[src/rtl/mac_decoder_lanes.sv]
// Multi-lane, two-stage operand decoder in front of the MAC array.
// Stage 1 splits fields and classifies each lane; stage 2 normalises to unbiased exponent plus hidden-bit mantissa.
package tx_pkg;
  typedef enum logic [1:0] {
    FP16 = 2'd0,
    FP8  = 2'd1,
    INT9 = 2'd2
  } mac_datatype;
endpackage

module mac_decoder_lanes
  import tx_pkg::*;
#(
  parameter int N_LANE    = 4,
  parameter bit FLUSH_SUB = 1'b0
) (
  input  logic                  i_clk,
  input  logic                  i_rst,
  input  logic                  i_valid,
  output logic                  o_ready,
  input  mac_datatype           i_datatype,
  input  logic [N_LANE*16-1:0]  i_data,
  output logic                  o_valid,
  input  logic                  i_ready,
  output logic [N_LANE-1:0]     o_iszero,
  output logic [N_LANE-1:0]     o_isinf,
  output logic [N_LANE-1:0]     o_isnan,
  output logic [N_LANE-1:0]     o_sign,
  output logic [N_LANE*7-1:0]   o_exp,
  output logic [N_LANE*11-1:0]  o_mant
);

  localparam logic [2:0] CLS_ZERO = 3'd0;
  localparam logic [2:0] CLS_SUB  = 3'd1;
  localparam logic [2:0] CLS_NORM = 3'd2;
  localparam logic [2:0] CLS_INF  = 3'd3;
  localparam logic [2:0] CLS_NAN  = 3'd4;

  // Handshake: a beat transfers on valid & ready at either port. Stage 1 drains into
  // stage 2 whenever stage 2 is empty or its beat is taken this cycle, so o_ready
  // depends combinationally on i_ready and throughput stays at one beat per cycle.
  logic s2_adv, s1_mv, accept;

  logic                      s1_valid_q, s1_valid_d;
  mac_datatype               s1_dt_q, s1_dt_d;
  logic [N_LANE-1:0]         s1_sign_q, s1_sign_d;
  logic [N_LANE-1:0][4:0]    s1_e_q, s1_e_d;
  logic [N_LANE-1:0][9:0]    s1_m_q, s1_m_d;
  logic [N_LANE-1:0][2:0]    s1_cls_q, s1_cls_d;

  logic                      s2_valid_q, s2_valid_d;
  logic [N_LANE-1:0]         s2_iszero_q, s2_iszero_d;
  logic [N_LANE-1:0]         s2_isinf_q, s2_isinf_d;
  logic [N_LANE-1:0]         s2_isnan_q, s2_isnan_d;
  logic [N_LANE-1:0]         s2_sign_q, s2_sign_d;
  logic [N_LANE-1:0][6:0]    s2_exp_q, s2_exp_d;
  logic [N_LANE-1:0][10:0]   s2_mant_q, s2_mant_d;

  logic [3:0]  sub_sh;
  logic [10:0] sub_nm;
  logic [3:0]  sub_nm4;

  function automatic logic [3:0] lzc10(input logic [9:0] v);
    logic [3:0] n;
    n = 4'd10;
    for (int i = 0; i < 10; i++) begin
      if (v[i]) n = 4'(9 - i);
    end
    return n;
  endfunction

  function automatic logic [2:0] classify(input mac_datatype dt, input logic [4:0] e,
                                          input logic [9:0] m);
    logic [2:0] c, sub_cls;
    sub_cls = FLUSH_SUB ? CLS_ZERO : CLS_SUB;
    case (dt)
      FP16: begin
        if (e == 5'd0)       c = (m == 10'd0) ? CLS_ZERO : sub_cls;
        else if (e == 5'd31) c = (m == 10'd0) ? CLS_INF : CLS_NAN;
        else                 c = CLS_NORM;
      end
      FP8: begin
        if (e == 5'd0)                       c = (m == 10'd0) ? CLS_ZERO : sub_cls;
        else if (e == 5'd15 && m == 10'd7)   c = CLS_NAN;
        else                                 c = CLS_NORM;
      end
      default: c = (m == 10'd0) ? CLS_ZERO : CLS_NORM;
    endcase
    return c;
  endfunction

  assign s2_adv  = ~s2_valid_q | i_ready;
  assign s1_mv   = s1_valid_q & s2_adv;
  assign o_ready = ~s1_valid_q | s2_adv;
  assign accept  = i_valid & o_ready;

  always_comb begin
    s1_valid_d = accept | (s1_valid_q & ~s2_adv);
    s1_dt_d    = s1_dt_q;
    s1_sign_d  = s1_sign_q;
    s1_e_d     = s1_e_q;
    s1_m_d     = s1_m_q;
    s1_cls_d   = s1_cls_q;
    if (accept) begin
      s1_dt_d = i_datatype;
      for (int k = 0; k < N_LANE; k++) begin
        case (i_datatype)
          FP16: begin
            s1_sign_d[k] = i_data[16*k+15];
            s1_e_d[k]    = i_data[16*k+10 +: 5];
            s1_m_d[k]    = i_data[16*k +: 10];
          end
          FP8: begin
            s1_sign_d[k] = i_data[16*k+7];
            s1_e_d[k]    = {1'b0, i_data[16*k+3 +: 4]};
            s1_m_d[k]    = {7'b0, i_data[16*k +: 3]};
          end
          default: begin
            s1_sign_d[k] = i_data[16*k+8];
            s1_e_d[k]    = 5'd0;
            s1_m_d[k]    = {1'b0, i_data[16*k +: 9]};
          end
        endcase
        s1_cls_d[k] = classify(i_datatype, s1_e_d[k], s1_m_d[k]);
      end
    end
  end

  always_comb begin
    s2_valid_d  = s2_adv ? s1_valid_q : s2_valid_q;
    s2_iszero_d = s2_iszero_q;
    s2_isinf_d  = s2_isinf_q;
    s2_isnan_d  = s2_isnan_q;
    s2_sign_d   = s2_sign_q;
    s2_exp_d    = s2_exp_q;
    s2_mant_d   = s2_mant_q;
    sub_sh      = 4'd0;
    sub_nm      = 11'd0;
    sub_nm4     = 4'd0;
    if (s1_mv) begin
      for (int k = 0; k < N_LANE; k++) begin
        s2_iszero_d[k] = 1'b0;
        s2_isinf_d[k]  = 1'b0;
        s2_isnan_d[k]  = 1'b0;
        s2_sign_d[k]   = s1_sign_q[k];
        s2_exp_d[k]    = 7'd0;
        s2_mant_d[k]   = 11'd0;
        case (s1_cls_q[k])
          CLS_ZERO: s2_iszero_d[k] = 1'b1;
          CLS_INF:  s2_isinf_d[k]  = 1'b1;
          CLS_NAN:  s2_isnan_d[k]  = 1'b1;
          CLS_SUB: begin
            // Shift past the leading one so it lands in the hidden-bit position.
            if (s1_dt_q == FP8) begin
              sub_sh        = lzc10({s1_m_q[k][2:0], 7'd0}) + 4'd1;
              sub_nm4       = {1'b1, s1_m_q[k][2:0]} << sub_sh;
              s2_mant_d[k]  = {7'd0, sub_nm4};
              s2_exp_d[k]   = 7'd0 - 7'd6 - {3'd0, sub_sh};
            end else begin
              sub_sh        = lzc10(s1_m_q[k]) + 4'd1;
              sub_nm        = {1'b1, s1_m_q[k]} << sub_sh;
              s2_mant_d[k]  = sub_nm;
              s2_exp_d[k]   = 7'd0 - 7'd14 - {3'd0, sub_sh};
            end
          end
          default: begin
            if (s1_dt_q == FP16) begin
              s2_exp_d[k]  = {2'd0, s1_e_q[k]} - 7'd15;
              s2_mant_d[k] = {1'b1, s1_m_q[k]};
            end else if (s1_dt_q == FP8) begin
              s2_exp_d[k]  = {2'd0, s1_e_q[k]} - 7'd7;
              s2_mant_d[k] = {7'd0, 1'b1, s1_m_q[k][2:0]};
            end else begin
              s2_mant_d[k] = {1'b0, s1_m_q[k]};
            end
          end
        endcase
      end
    end
  end

  always_ff @(posedge i_clk) begin
    if (i_rst) begin
      s1_valid_q  <= 1'b0;
      s1_dt_q     <= FP16;
      s1_sign_q   <= '0;
      s1_e_q      <= '0;
      s1_m_q      <= '0;
      s1_cls_q    <= '0;
      s2_valid_q  <= 1'b0;
      s2_iszero_q <= '0;
      s2_isinf_q  <= '0;
      s2_isnan_q  <= '0;
      s2_sign_q   <= '0;
      s2_exp_q    <= '0;
      s2_mant_q   <= '0;
    end else begin
      s1_valid_q  <= s1_valid_d;
      s1_dt_q     <= s1_dt_d;
      s1_sign_q   <= s1_sign_d;
      s1_e_q      <= s1_e_d;
      s1_m_q      <= s1_m_d;
      s1_cls_q    <= s1_cls_d;
      s2_valid_q  <= s2_valid_d;
      s2_iszero_q <= s2_iszero_d;
      s2_isinf_q  <= s2_isinf_d;
      s2_isnan_q  <= s2_isnan_d;
      s2_sign_q   <= s2_sign_d;
      s2_exp_q    <= s2_exp_d;
      s2_mant_q   <= s2_mant_d;
    end
  end

  assign o_valid  = s2_valid_q;
  assign o_iszero = s2_iszero_q;
  assign o_isinf  = s2_isinf_q;
  assign o_isnan  = s2_isnan_q;
  assign o_sign   = s2_sign_q;
  assign o_exp    = s2_exp_q;
  assign o_mant   = s2_mant_q;

endmodule

[config.mk]
export PLATFORM = sky130hd
export DESIGN_NAME = mac_decoder_lanes
export DESIGN_NICKNAME = d
export VERILOG_FILES = /design/src/rtl/mac_decoder_lanes.sv
export SDC_FILE = /design/constraint.sdc
export NUM_CORES = 1
export LEC_CHECK = 0
export ABC_AREA = 1
export CAP_MARGIN = 20
export CORE_MARGIN = 10
export CORE_UTILIZATION = 55
export DETAILED_ROUTE_END_ITERATION = 8
export PLACE_DENSITY = 0.88
export SYNTH_ARGS = -nofsm -noshare
export SYNTH_HDL_FRONTEND = slang
export SYNTH_SLANG_ARGS = --single-unit
[constraint.sdc]
create_clock -name i_clk -period 3.1 [get_ports i_clk]
set_input_delay 0.62 -clock i_clk [delete_from_list [all_inputs] [get_ports i_clk]]
set_output_delay 0.62 -clock i_clk [all_outputs]
set_load 0.01 [all_outputs]
==> results of run 1 <==
-- synthesized netlist by cell type, types with 10 or more instances --
| cell | instances | share of area |
|---|---|---|
| nand3_1 | 160 | 0.075 |
| dfxtp_1 | 164 | 0.31 |
| buf_2 | 14 | 0.0066 |
| nand4_1 | 25 | 0.015 |
| nand2_1 | 373 | 0.13 |
| nor3_1 | 23 | 0.011 |
| nor2_1 | 112 | 0.039 |
| a21oi_1 | 220 | 0.10 |
| inv_1 | 153 | 0.054 |
| inv_2 | 18 | 0.0063 |
| buf_4 | 10 | 0.0070 |
| ha_1 | 16 | 0.019 |
| o21ai_1 | 18 | 0.0084 |
| clkbuf_1 | 62 | 0.022 |
| a31oi_1 | 19 | 0.011 |
| o21ai_0 | 174 | 0.082 |
| a211oi_1 | 20 | 0.014 |
| nand2_2 | 19 | 0.011 |
-- through the flow --
stage          worst slack, ns  cells  hold slack, ns  total power [mW]
2_1_floorplan            0.747   1689           0.459              3.90
3_3_place_gp             0.424   2058           0.453              4.58
3_5_place_dp             0.326   2058           0.455              4.61
4_1_cts                  0.471   2089           0.471              6.79
5_1_grt                  0.223   2089           0.490              7.18
6_report                 0.416   2089           0.475              6.84
-- flip-flops by register name, indices dropped and copies added (netlist names) --
signal / cells
o_exp: 24
o_isinf: 4
o_isnan: 4
o_iszero: 4
o_mant: 44
o_sign: 4
o_valid: 1
s1_cls_q: 12
s1_dt_q: 2
s1_e_q: 20
s1_m_q: 40
s1_sign_q: 4
s1_valid_q: 1
-- power breakdown --
| part | internal (mW) | total (mW) | switching [mW] |
|---|---|---|---|
| Combinational | 0.812 | 2.27 | 1.46 |
| Sequential | 2.25 | 2.37 | 0.124 |
| Clock | 1.28 | 2.20 | 0.919 |
| Total | 4.34 | 6.84 | 2.50 |
-- tightest hold or removal path: cells and delay by family (launching register included) --
kind             cells  cell delay [ns]
flip-flops           1             0.31
AND/OR/NAND/NOR      1             0.06
AO/OA/AOI/OAI        1             0.06
-- area by class of cell --
cell class / count / area, µm² / area share
inverters: 173 / 654 / 0.0500
repair buffers: 205 / 1970 / 0.150
clock buffers: 19 / 443 / 0.0338
clock inverters: 12 / 158 / 0.0120
multi-input cells: 1256 / 6270 / 0.478
flip-flops and latches: 164 / 3280 / 0.251
well taps: 260 / 325 / 0.0248
-- path summary, 6_finish.rpt --
check / from / end / slack (ns) / cells past startpoint
setup / recovery: s1_m_q[21]$_SDFFE_PP0P_ / o_mant[32]$_SDFFE_PP0P_ / 0.42 / 16
hold / removal: o_isinf[2]$_SDFFE_PP0P_ / o_isinf[2]$_SDFFE_PP0P_ / 0.47 / 2
setup reg to reg: s1_m_q[21]$_SDFFE_PP0P_ / o_mant[32]$_SDFFE_PP0P_ / 0.42 / 16
hold reg to reg: o_isinf[2]$_SDFFE_PP0P_ / o_isinf[2]$_SDFFE_PP0P_ / 0.47 / 2
-- kinds of logic (layout without fill, tap and decap cells) --
| logic type | count (synthesis) | in the layout | synth area share |
|---|---|---|---|
| flops | 164 | 164 | 0.308 |
| buf+inv | 269 | 409 | 0.105 |
| fa+ha+maj | 16 | 16 | 0.0188 |
| xor+xnor | 5 | 5 | 0.00833 |
| compound gates | 493 | 493 | 0.251 |
| simple gates | 742 | 742 | 0.309 |
-- cell usage in the layout (no fill, tap or decap), drive strengths merged, types with 20 or more instances in the layout --
| cell type | n |
|---|---|
| inv | 173 |
| nand3 | 165 |
| nand2 | 395 |
| nor3 | 27 |
| a211oi | 20 |
| nor2 | 114 |
| clkdlybuf4s50 | 158 |
| buf | 47 |
| dfxtp | 164 |
| a21oi | 228 |
| nand4 | 26 |
| o21ai | 193 |
-- per-layer routing --
layer | track usage | share of wire | vias up
met5 | 0 | 0 | -
li1 | - | - | 5967
met4 | 0.0725 | 0.020 | 0
met2 | 0.424 | 0.43 | 764
met1 | 0.385 | 0.42 | 5710
met3 | 0.0824 | 0.13 | 76
==> flow_summary.json, run 1 <==
{
  "core_area_um2": 18900,
  "slowest_delay_ns": 0.47,
  "overflow": 0,
  "cts_buffers": 17,
  "cts_hold_buf": 0,
  "clk_pin_slew_worst_paths_ns": 0.07,
  "crit_family": "simple AND/OR/NAND/NOR gates",
  "clock_latency_ns": 0.44,
  "seq_area_frac_synth": 0.308,
  "finClkSkew_ns": 0.0116,
  "place_area_um2": 12500,
  "period_needed_ns": 2.68,
  "routabilityCongestion": 0.985,
  "vias": 12500,
  "ys_ff_latch": 164,
  "hpwl_um": 28000,
  "cts_root_buf": "clkbuf_16",
  "antenna_found_initial": 0,
  "nets": 1903,
  "maxSlewViolCount": 0,
  "synth-edff-count": 0,
  "worst_hold_path_type": "flop to flop",
  "cts_tree": "done",
  "hold_viol": 0,
  "fin_util": 0.693,
  "fmax_ghz": 0.373,
  "cp.required_ns": 3.46,
  "relSlewSlack": 0.429,
  "ant_nets": 0,
  "cp.arrival_ns": 3.04,
  "cts_resized": 0,
  "critPathLaunchType": "flop",
  "cap_violations": 0,
  "grt_usage": 0.282,
  "drtIter0Drc": 1589,
  "stdcell_area_um2": 13100,
  "std_cell_rows": 50,
  "async_reset_ff_frac": 0,
  "die-area_um2": 25400,
  "cts.sinks": 164,
  "synthToLayoutAreaGrowth_pct": 22.9,
  "post-route-period-util": 0.866,
  "post_cts_buffers": 0,
  "nFillCells": 1652,
  "htree_levels": 4,
  "netlist_area_um2": 10700,
  "drcViolationCount": 0,
  "critPathSlowestCell": "dfxtp_1",
  "diodes": 0,
  "io_pins": 160,
  "power_density_nw_per_um2": 522,
  "portBuffers": 159,
  "setup_tns_ns": 0,
  "die_x_um": 159,
  "yosysUniqueCellTypes": 47,
  "cp_max_fo": 12,
  "worst_pin_slew_ns": 0.856,
  "cp_common_cell": "nand2_1",
  "first_pass_iters": 7,
  "setup_violations": 0,
  "syn_nets": 1775,
  "rsz0062_at_grt": "false",
  "wl_per_cell_um": 17.9,
  "avgSynthCellArea_um2": 6.31,
  "ys_warn_count": 0,
  "synth_cells": 1689,
  "grt_pass1_vias": 11400,
  "drive_gt1_frac": 0.0837,
  "crit_chain": "nand2_1, nand3_1, nand2_1, nand2_1, nand2_2, nand3_4, nand2_4, ha_1, inv_1, xor2_4, inv_4, nand2_1, nor2_1, a21oi_1, nand2_1, a21oi_1",
  "start_util": 0.564,
  "worst-path-buf-inv": 2,
  "synth_ff_type": "dfxtp_1",
  "clockBufferDepth": 2,
  "status": "finished, final reports clean",
  "grt_max_degree": 74,
  "grt_pass1_wl_um": 60000,
  "peakVddDrop_uv": 427,
  "p_leak_nw": 5.58,
  "critPathKind": "flop to flop",
  "viasPerCell": 5.99,
  "critPathCaptureType": "flop",
  "drt_wl_total_um": 37400,
  "die_h_um": 159
}
Note: power is estimated with default switching activity, not from simulation.
==> inputs of run 2 (changes only) <==
- MAX_ROUTING_LAYER: unset -> met4
==> run 2 against run 1 <==
  * Worst setup slack lost 0.012 ns
  * Fmax shrank 0.45%
  * Combinational power is essentially flat
  * Highest routed layer unchanged
==> flow_summary.json, run 2 (same netlist as run 1, synthesis figures left out) <==
{
  "nets": 1904,
  "cts.sinks": 164,
  "post_cts_buffers": 0,
  "relSlewSlack": 0.420,
  "die-area_um2": 25400,
  "antenna_found_initial": 0,
  "critPathLaunchType": "flop",
  "seqPwrFrac": 0.355,
  "grt_use_met1": 0.412,
  "post-route-period-util": 0.870,
  "core_area_um2": 18900,
  "final_cell_mix": "nand2_1 (371), a21oi_1 (220), o21ai_0 (174)",
  "grt_pass1_wl_um": 61600,
  "die_x_um": 159,
  "internal_power_mw": 4.20,
  "wl_per_cell_um": 18.4,
  "largest_reg_flops": 44,
  "viasPerCell": 5.96,
  "cts_hold_buf": 0,
  "cp.arrival_ns": 3.01,
  "use_met2": 0.439,
  "ant_nets": 0,
  "hold_ws_ns": 0.470,
  "std_cell_rows": 50,
  "portBuffers": 159,
  "worst_pin_slew_ns": 0.870,
  "diodes": 0,
  "period_needed_ns": 2.70,
  "hold_viol": 0,
  "peakVddDrop_uv": 415,
  "maxSlewViolCount": 0,
  "grt_max_degree": 74,
  "power.share.combinational": 0.342,
  "drcViolationCount": 0,
  "die_h_um": 159,
  "clock_latency_ns": 0.43,
  "fmax_ghz": 0.371,
  "setup_tns_ns": 0,
  "clockPowerShare": 0.303,
  "switchingPower_mw": 2.48,
  "setup_slack_ns": 0.404,
  "grt_pass1_vias": 11600,
  "critPathSlowestCell": "dfxtp_1",
  "drtIter0Drc": 1247,
  "worst_hold_path_type": "flop to flop",
  "rsz0062_at_grt": "false",
  "slowest_delay_ns": 0.48,
  "critPathKind": "flop to flop",
  "cp.required_ns": 3.41,
  "first_pass_iters": 9,
  "grt_usage": 0.299,
  "hpwl_um": 28700,
  "cts_buffers": 17,
  "cp_max_fo": 14,
  "cts_resized": 0,
  "overflow": 0,
  "synthToLayoutAreaGrowth_pct": 22.6,
  "layout_commonest_cell": "nand2_1",
  "drt_wl_total_um": 38500,
  "netSwitchingFraction": 0.371,
  "p_leak_nw": 5.57,
  "power_density_nw_per_um2": 511,
  "setup_violations": 0,
  "status": "finished, final reports clean",
  "drive_gt1_frac": 0.0826,
  "cap_violations": 0,
  "cts_root_buf": "clkbuf_16",
  "start_util": 0.564,
  "htree_levels": 4,
  "met3_usage": 0.0478,
  "clk_pin_slew_worst_paths_ns": 0.07,
  "fin_util": 0.692,
  "finClkSkew_ns": 0.0128,
  "nFillCells": 1708,
  "vias": 12500,
  "grt.busiest_layer": "met2",
  "place_ws_ns": 0.397,
  "routabilityCongestion": 0.999,
  "clockBufferDepth": 2,
  "critPathCaptureType": "flop",
  "io_pins": 160,
  "crit_chain": "nand2_1, nand3_1, nand2_1, nand2_1, nand2_2, nand3_2, nand2_2, ha_1, or2_1, nand2_2, inv_2, nor2_1, nand3_1, nand3_1, a21oi_1",
  "cts_tree": "done"
}
## run 2: worst max-delay path: cells and delay by family (launching register included)
family / cells / cell delay [ns]
buf+inv: 1 / 0.14
flops: 1 / 0.48
fa+ha+maj: 1 / 0.26
compound gates: 1 / 0.07
simple gates: 12 / 1.61
## run 2: per-layer routing
layer / part of all wire / wire length (µm)
met3: 0.093 / 3580
met5: 0 / 0
met2: 0.44 / 16900
met4: 0.021 / 805
met1: 0.45 / 17200
## run 2: final cells by class
type	count	area [µm²]	area share
timing repair buffer	206	2000	0.153
clock inverter	8	80.1	0.00612
clock buffer	22	464	0.0355
tap	260	325	0.0249
sequential	164	3280	0.251
inverter	173	654	0.0500
multi-input combinational	1256	6270	0.479
## run 2: through the flow
step                instances  instance area (µm²)  power [mW]
global route             2089                13100        7.02
detailed placement       2059                12500        4.63
finish                   2089                13100        6.68
global placement         2059                12500        4.63
CTS                      2089                13100        6.63
floorplan                1689                10700        3.90
## run 2: worst paths after layout
check | endpoint | cells past startpoint | slack (ns) | start
worst max register to register | o_mant[21]$_SDFFE_PP0P_ | 15 | 0.40 | s1_m_q[11]$_SDFFE_PP0P_
worst min register to register | o_isnan[3]$_SDFFE_PP0P_ | 2 | 0.47 | o_isnan[3]$_SDFFE_PP0P_
worst max-delay path | o_mant[21]$_SDFFE_PP0P_ | 15 | 0.40 | s1_m_q[11]$_SDFFE_PP0P_
worst min-delay path | o_isnan[3]$_SDFFE_PP0P_ | 2 | 0.47 | o_isnan[3]$_SDFFE_PP0P_
## run 2: power by group through the flow
| stage | Clock (mW) | Combinational [mW] | Sequential (mW) |
|---|---|---|---|
| 2_1_floorplan | 0 | 1.49 | 2.41 |
| 3_5_place_dp | 0 | 2.23 | 2.41 |
| 3_3_place_gp | 0 | 2.22 | 2.40 |
| 4_1_cts | 2.03 | 2.24 | 2.36 |
| 6_report | 2.03 | 2.28 | 2.37 |
| 5_1_grt | 2.12 | 2.52 | 2.38 |
==> inputs of run 3 (changes only) <==
- CTS_CLUSTER_SIZE: unset -> 8
==> results of run 3 <==
Final layout, timing and power as in run 2 (identical DEF).
